## config.mk

```make
export PLATFORM = sky130hd
export DESIGN_NAME = asynchronous_fifo
export DESIGN_NICKNAME = d
export VERILOG_FILES = /design/src/rtl/asynchronous_fifo_pkg.sv /design/src/rtl/asynchronous_fifo_sync_2ff.sv /design/src/rtl/asynchronous_fifo.sv
export SDC_FILE = /design/constraint.sdc
export NUM_CORES = 1
export LEC_CHECK = 0
export ABC_AREA = 1
export BUFFER_PORTS_ARGS = -buffer_cell sky130_fd_sc_hd__buf_2
export CAP_MARGIN = 10
export CORE_MARGIN = 1.5
export CORE_UTILIZATION = 50
export CTS_CLUSTER_DIAMETER = 40
export DETAILED_ROUTE_END_ITERATION = 10
export PLACE_DENSITY = 0.69
export SLEW_MARGIN = 20
export SYNTH_ARGS = -nofsm -noshare
export SYNTH_HDL_FRONTEND = slang
export SYNTH_SLANG_ARGS = --single-unit
```

## constraint.sdc

```tcl
create_clock -name clk -period 1.9 [get_ports clk]
set_input_delay 0.19 -clock clk [delete_from_list [all_inputs] [get_ports clk]]
set_output_delay 0.19 -clock clk [all_outputs]
set_load 0.05 [all_outputs]
```

## src/rtl/asynchronous_fifo_pkg.sv

```systemverilog
// Shared pointer type and gray-code helpers for asynchronous_fifo.
// Pointers carry one extra MSB beyond the address so that full and empty can be told apart.
package asynchronous_fifo_pkg;

    localparam int FIFO_DEPTH      = 16;
    localparam int FIFO_ADDR_WIDTH = $clog2(FIFO_DEPTH);

    typedef logic [FIFO_ADDR_WIDTH:0] ptr_t;

    function automatic ptr_t bin2gray(input ptr_t bin);
        return bin ^ (bin >> 1);
    endfunction

    // In gray code a pointer exactly one lap ahead differs only in its two top bits.
    function automatic ptr_t gray_lap_ahead(input ptr_t gray);
        return {~gray[FIFO_ADDR_WIDTH -: 2], gray[FIFO_ADDR_WIDTH-2:0]};
    endfunction

endpackage

```

## src/rtl/asynchronous_fifo_sync_2ff.sv

```systemverilog
// Two-flop synchronizer for a gray-coded pointer entering the other side of the FIFO.
// Cleared by the reset of the receiving side.
module fifo_sync_2ff #(
    parameter int WIDTH = 5
) (
    input  logic             i_clk,
    input  logic             i_rst,
    input  logic [WIDTH-1:0] i_d,
    output logic [WIDTH-1:0] o_q
);

    logic [WIDTH-1:0] r_meta;
    logic [WIDTH-1:0] r_q;

    always_ff @(posedge i_clk or posedge i_rst) begin
        if (i_rst) begin
            r_meta <= '0;
            r_q    <= '0;
        end else begin
            r_meta <= i_d;
            r_q    <= r_meta;
        end
    end

    assign o_q = r_q;

endmodule

```

## src/rtl/asynchronous_fifo.sv

```systemverilog
// Gray-pointer FIFO with show-ahead read and independent write/read resets on one clock.
// Define ASYNC_FIFO_SYNC_EN to route each gray pointer through a 2-flop synchronizer.
module asynchronous_fifo
    import asynchronous_fifo_pkg::*;
#(
    parameter int DATA_WIDTH = 8,
    parameter int DEPTH      = FIFO_DEPTH
) (
    input  logic                  clk,
    input  logic                  w_rst,
    input  logic                  r_rst,
    input  logic                  w_en,
    input  logic                  r_en,
    input  logic [DATA_WIDTH-1:0] data_in,
    output logic [DATA_WIDTH-1:0] data_out,
    output logic                  full,
    output logic                  empty
);

    localparam int ADDR_WIDTH = $clog2(DEPTH);

    logic [DATA_WIDTH-1:0] r_mem [DEPTH];

    ptr_t r_wbin;
    ptr_t r_wgray;
    logic r_full;
    ptr_t r_rbin;
    ptr_t r_rgray;
    logic r_empty;

    logic w_wr_acc;
    logic w_rd_acc;
    ptr_t w_wbin_next;
    ptr_t w_wgray_next;
    ptr_t w_rbin_next;
    ptr_t w_rgray_next;
    ptr_t w_wgray_seen;
    ptr_t w_rgray_seen;
    logic w_full_next;
    logic w_empty_next;

`ifdef ASYNC_FIFO_SYNC_EN
    fifo_sync_2ff #(.WIDTH($bits(ptr_t))) u_sync_w2r (
        .i_clk (clk),
        .i_rst (r_rst),
        .i_d   (r_wgray),
        .o_q   (w_wgray_seen)
    );

    fifo_sync_2ff #(.WIDTH($bits(ptr_t))) u_sync_r2w (
        .i_clk (clk),
        .i_rst (w_rst),
        .i_d   (r_rgray),
        .o_q   (w_rgray_seen)
    );
`else
    assign w_wgray_seen = r_wgray;
    assign w_rgray_seen = r_rgray;
`endif

    assign w_wr_acc     = w_en && !r_full;
    assign w_wbin_next  = r_wbin + ptr_t'(w_wr_acc);
    assign w_wgray_next = bin2gray(w_wbin_next);
    assign w_full_next  = (w_wgray_next == gray_lap_ahead(w_rgray_seen));

    always_ff @(posedge clk) begin
        if (w_wr_acc) begin
            r_mem[r_wbin[ADDR_WIDTH-1:0]] <= data_in;
        end
    end

    always_ff @(posedge clk or posedge w_rst) begin
        if (w_rst) begin
            r_wbin  <= '0;
            r_wgray <= '0;
            r_full  <= 1'b0;
        end else begin
            r_wbin  <= w_wbin_next;
            r_wgray <= w_wgray_next;
            r_full  <= w_full_next;
        end
    end

    assign w_rd_acc     = r_en && !r_empty;
    assign w_rbin_next  = r_rbin + ptr_t'(w_rd_acc);
    assign w_rgray_next = bin2gray(w_rbin_next);
    assign w_empty_next = (w_rgray_next == w_wgray_seen);

    always_ff @(posedge clk or posedge r_rst) begin
        if (r_rst) begin
            r_rbin  <= '0;
            r_rgray <= '0;
            r_empty <= 1'b1;
        end else begin
            r_rbin  <= w_rbin_next;
            r_rgray <= w_rgray_next;
            r_empty <= w_empty_next;
        end
    end

    assign data_out = r_empty ? '0 : r_mem[r_rbin[ADDR_WIDTH-1:0]];
    assign full     = r_full;
    assign empty    = r_empty;

endmodule

```

==> impl_metrics.ini <==
[outcome]
status = finished, violations left
violations = setup timing

[synthesis]
synth_edf_count = 128
postSynth.topFlopCell = edfxtp_1
synth.yosys.warnings = 0
synth.yosys.seq_area_share_pct = 69.0
syn_avg_cell_area_um2 = 10.8
synth_top_area_cell = edfxtp_1
yosys.cell_types.count = 22
yosys-top-cells-area = edfxtp_1, dfrtp_1, nor2_1
postSynthRegisterBits = 148
synth.net_count = 601
synth-async-reset-ratio_pct = 13.5
netlist_instances = 583
netlist_area_um2 = 6300
synth_top_area_share_pct = 61.0

[sta]
timing.fmax_ghz = 0.462
skew_ns = 0.00382
final_hold_viol_count = 0
slew_violations = 0
setup_violations = 8
relSlewSlack_pct = 68.5
fin_worst_hold_slack_ns = 0.172
max_slew.worst_pin.slew_ns = 0.472
setup_ws_ns = -0.265
grt_setup_unrepaired = true
finalWorstPathRequiredPeriod_ns = 2.17
final_min_period_over_clock_period_pct = 114

[die]
vertical_extent_of_the_die_um = 115
floorplan.initialDensity_pct = 51.8
floorplan.core_area_um2 = 12200
rows = 40
design.die.area_um2 = 13300
die_w_um = 115
top_level_ports = 23

[power]
ir_worst_vdd_v = 0.000831
power.static_leakage_nw = 2.95
design_power_total_mw = 14.0
power.density_cell_area_nw_per_um2 = 1830

[critical_path]
cp_slowest_cell = dfrtp_2
setup.worst_path.class = reg2out
cp-start-kind = register
critical_path.max_fanout = 38
worst-endpoint-required_ns = 1.71
worstPathCellList = clkinv_2, buf_12, nand2_1, nand2_1, nand2_1, nand3_1, nand3_2, a21oi_2, buf_6
worstPathArrival_ns = 1.98
critical_path.max_stage_delay_ns = 0.47
worst_path_dominant_cell_family = buffers and inverters
path_buf_inv = 3
critical_path.most_common_cell = nand2_1
end_kind = primary output

[place]
buffer_ports.inserted = 22
detailedPlace.worstSlack_ns = 0.0560
gp_congestion = 0.840
dp_hpwl_mm = 9.31
placed_cells = 781

[global_routing]
grt_util_met2_pct = 36.9
grt_start_max_net_pins = 39
antenna_found_initial = 0
grt_remaining_overflow = 0
use_met3_pct = 6.01
grt_first_pass_wirelength_mm = 23.1
globalRouteMet1Util_pct = 32.9
first_global_vias = 4351
grt_use_total_pct = 24.0
globalRoute.busiestLayer = met2

[final_layout]
nNetsFinal = 656
layout.core_utilization_pct = 62.8
area_growth_syn_to_layout_pct = 21.3
post_route_cells_drive_above_1_share_pct = 19.5
antenna-diode-count = 0
final_cells = 819

[clocking]
clock_insertion_delay_worst_skew_ns = 0.42
ctsHtreeMaxLevel = 4
cts.clk_slew.worst_paths_ns = 0.06
clk_root_buffer_cell = clkbuf_16
cts_buffers = 17
cts.path.max_buffers = 2
clock_sinks = 148
cts_tree = built

[routing]
drtAntennaViolNets = 0
routed_wirelength_mm = 14.8
drt_first_iter_violations = 416
detail_route.wl_per_cell_um = 18.0
drt-vias-per-instance = 5.46
post-route-drc-count = 0
vias = 4469
drt-pass1-iter-count = 6

[min_path]
hold_class = in2reg

[flow_run]
maxCapViolCount = 0
==> cell type report <==
cell class                      count  area (um^2)
Multi-Input combinational cell    383         1800
Clock inverter                     15          155
Fill cell                         928         4520
Inverter                           25         95.1
Sequential cell                   148         4350
Timing Repair Buffer               63          608
Clock buffer                       17          425
Tap cell                          168          210
==> registers in the layout, indices dropped and copies added, names as in the netlist <==
name	flops
empty	1
r_wgray	4
r_mem	128
r_rgray	4
r_wbin	5
r_rbin	5
full	1
==> power by group <==
part | switching (mW) | leakage [nW] | internal (mW)
Clock | 1.34 | 0.272 | 1.94
Combinational | 4.00 | 1.28 | 2.28
Sequential | 0.348 | 1.39 | 4.05
==> layout by cell type (no fill, tap or decap), types with 5 or more instances in the layout <==
master     instances
a21oi_2            8
buf_12             8
buf_2             14
buf_4             27
buf_6             10
clkbuf_16         17
dfrtp_1           15
edfxtp_1         128
inv_1             20
nand2_1          111
nand2_2            6
nand3_1           52
nand3_2            8
nand3b_1           5
nand4_1            7
nor2_1           124
o21ai_0           44
o21ai_1            9
==> layer usage <==
| layer | part of all wire [%] | up-vias |
|---|---|---|
| li1 | - | 2114 |
| met1 | 42 | 2144 |
| met2 | 49 | 187 |
| met3 | 7.5 | 24 |
| met4 | 1.7 | 0 |
| met5 | 0 | - |
==> cells in the mapped netlist (4+ instances only) <==
cell      number
buf_2          4
buf_4          8
dfrtp_1       19
nand3b_1       5
ha_1           5
nand3_1       60
nand4_1        7
a21oi_1        8
o21ai_0       50
edfxtp_1     128
buf_6          5
nor2_1       125
nand2_1      116
clkbuf_1       7
inv_1         21
==> worst register-to-register path, delay by kind of cell, from the launching register on <==
family	cells	cell delay (ns)
and+or+nand+nor	8	0.57
adders and majority gates	2	0.43
DFF	1	0.47
buffers and inverters	3	0.34
==> cells by family after synthesis <==
kind of cell	synth area share, %
flip-flops	69.0
AO/OA/AOI/OAI	5.21
AND/OR/NAND/NOR	20.5
adder cells (fa/ha/maj)	0.994
buffers and inverters	4.25
==> final timing paths <==
check                           depth (start not counted)                  from                     end  slack (ns)
worst max-delay path                                    9   r_rbin[0]$_DFF_PP0_             data_out[7]       -0.27
worst max register to register                         13   r_rbin[0]$_DFF_PP0_         empty$_DFF_PP1_        0.02
max in group asynchronous                               3                 r_rst         empty$_DFF_PP1_        1.27
min in group asynchronous                               3                 w_rst     r_wbin[2]$_DFF_PP0_        0.30
worst min register to register                          3  r_rgray[3]$_DFF_PP0_          full$_DFF_PP0_        0.53
worst min-delay path                                    1            data_in[7]  r_mem[14][7]$_DFFE_PP_        0.17
==> metrics by stage <==
step | TNS (ns) | instance area, um^2
after floorplan | -0.370 | 6340
after global placement | 0 | 6830
after detailed placement | 0 | 6830
after CTS | -1.97 | 7570
after global routing | -2.76 | 7640
final | -1.83 | 7640
==> what timing repair did <==
| action | 4_1_cts | 5_1_grt |
|---|---|---|
| hold buffers | 2 | 0 |
| endpoints found under the setup margin | 8 | 10 |
| gates resized for setup | 30 | 20 |
| pin swaps | 2 | 8 |
| endpoints found under the hold margin | 19 | 0 |
| buffers inserted | 1 | 2 |
| gates cloned | 1 | 0 |
Note: power is estimated with default switching activity, not from simulation.
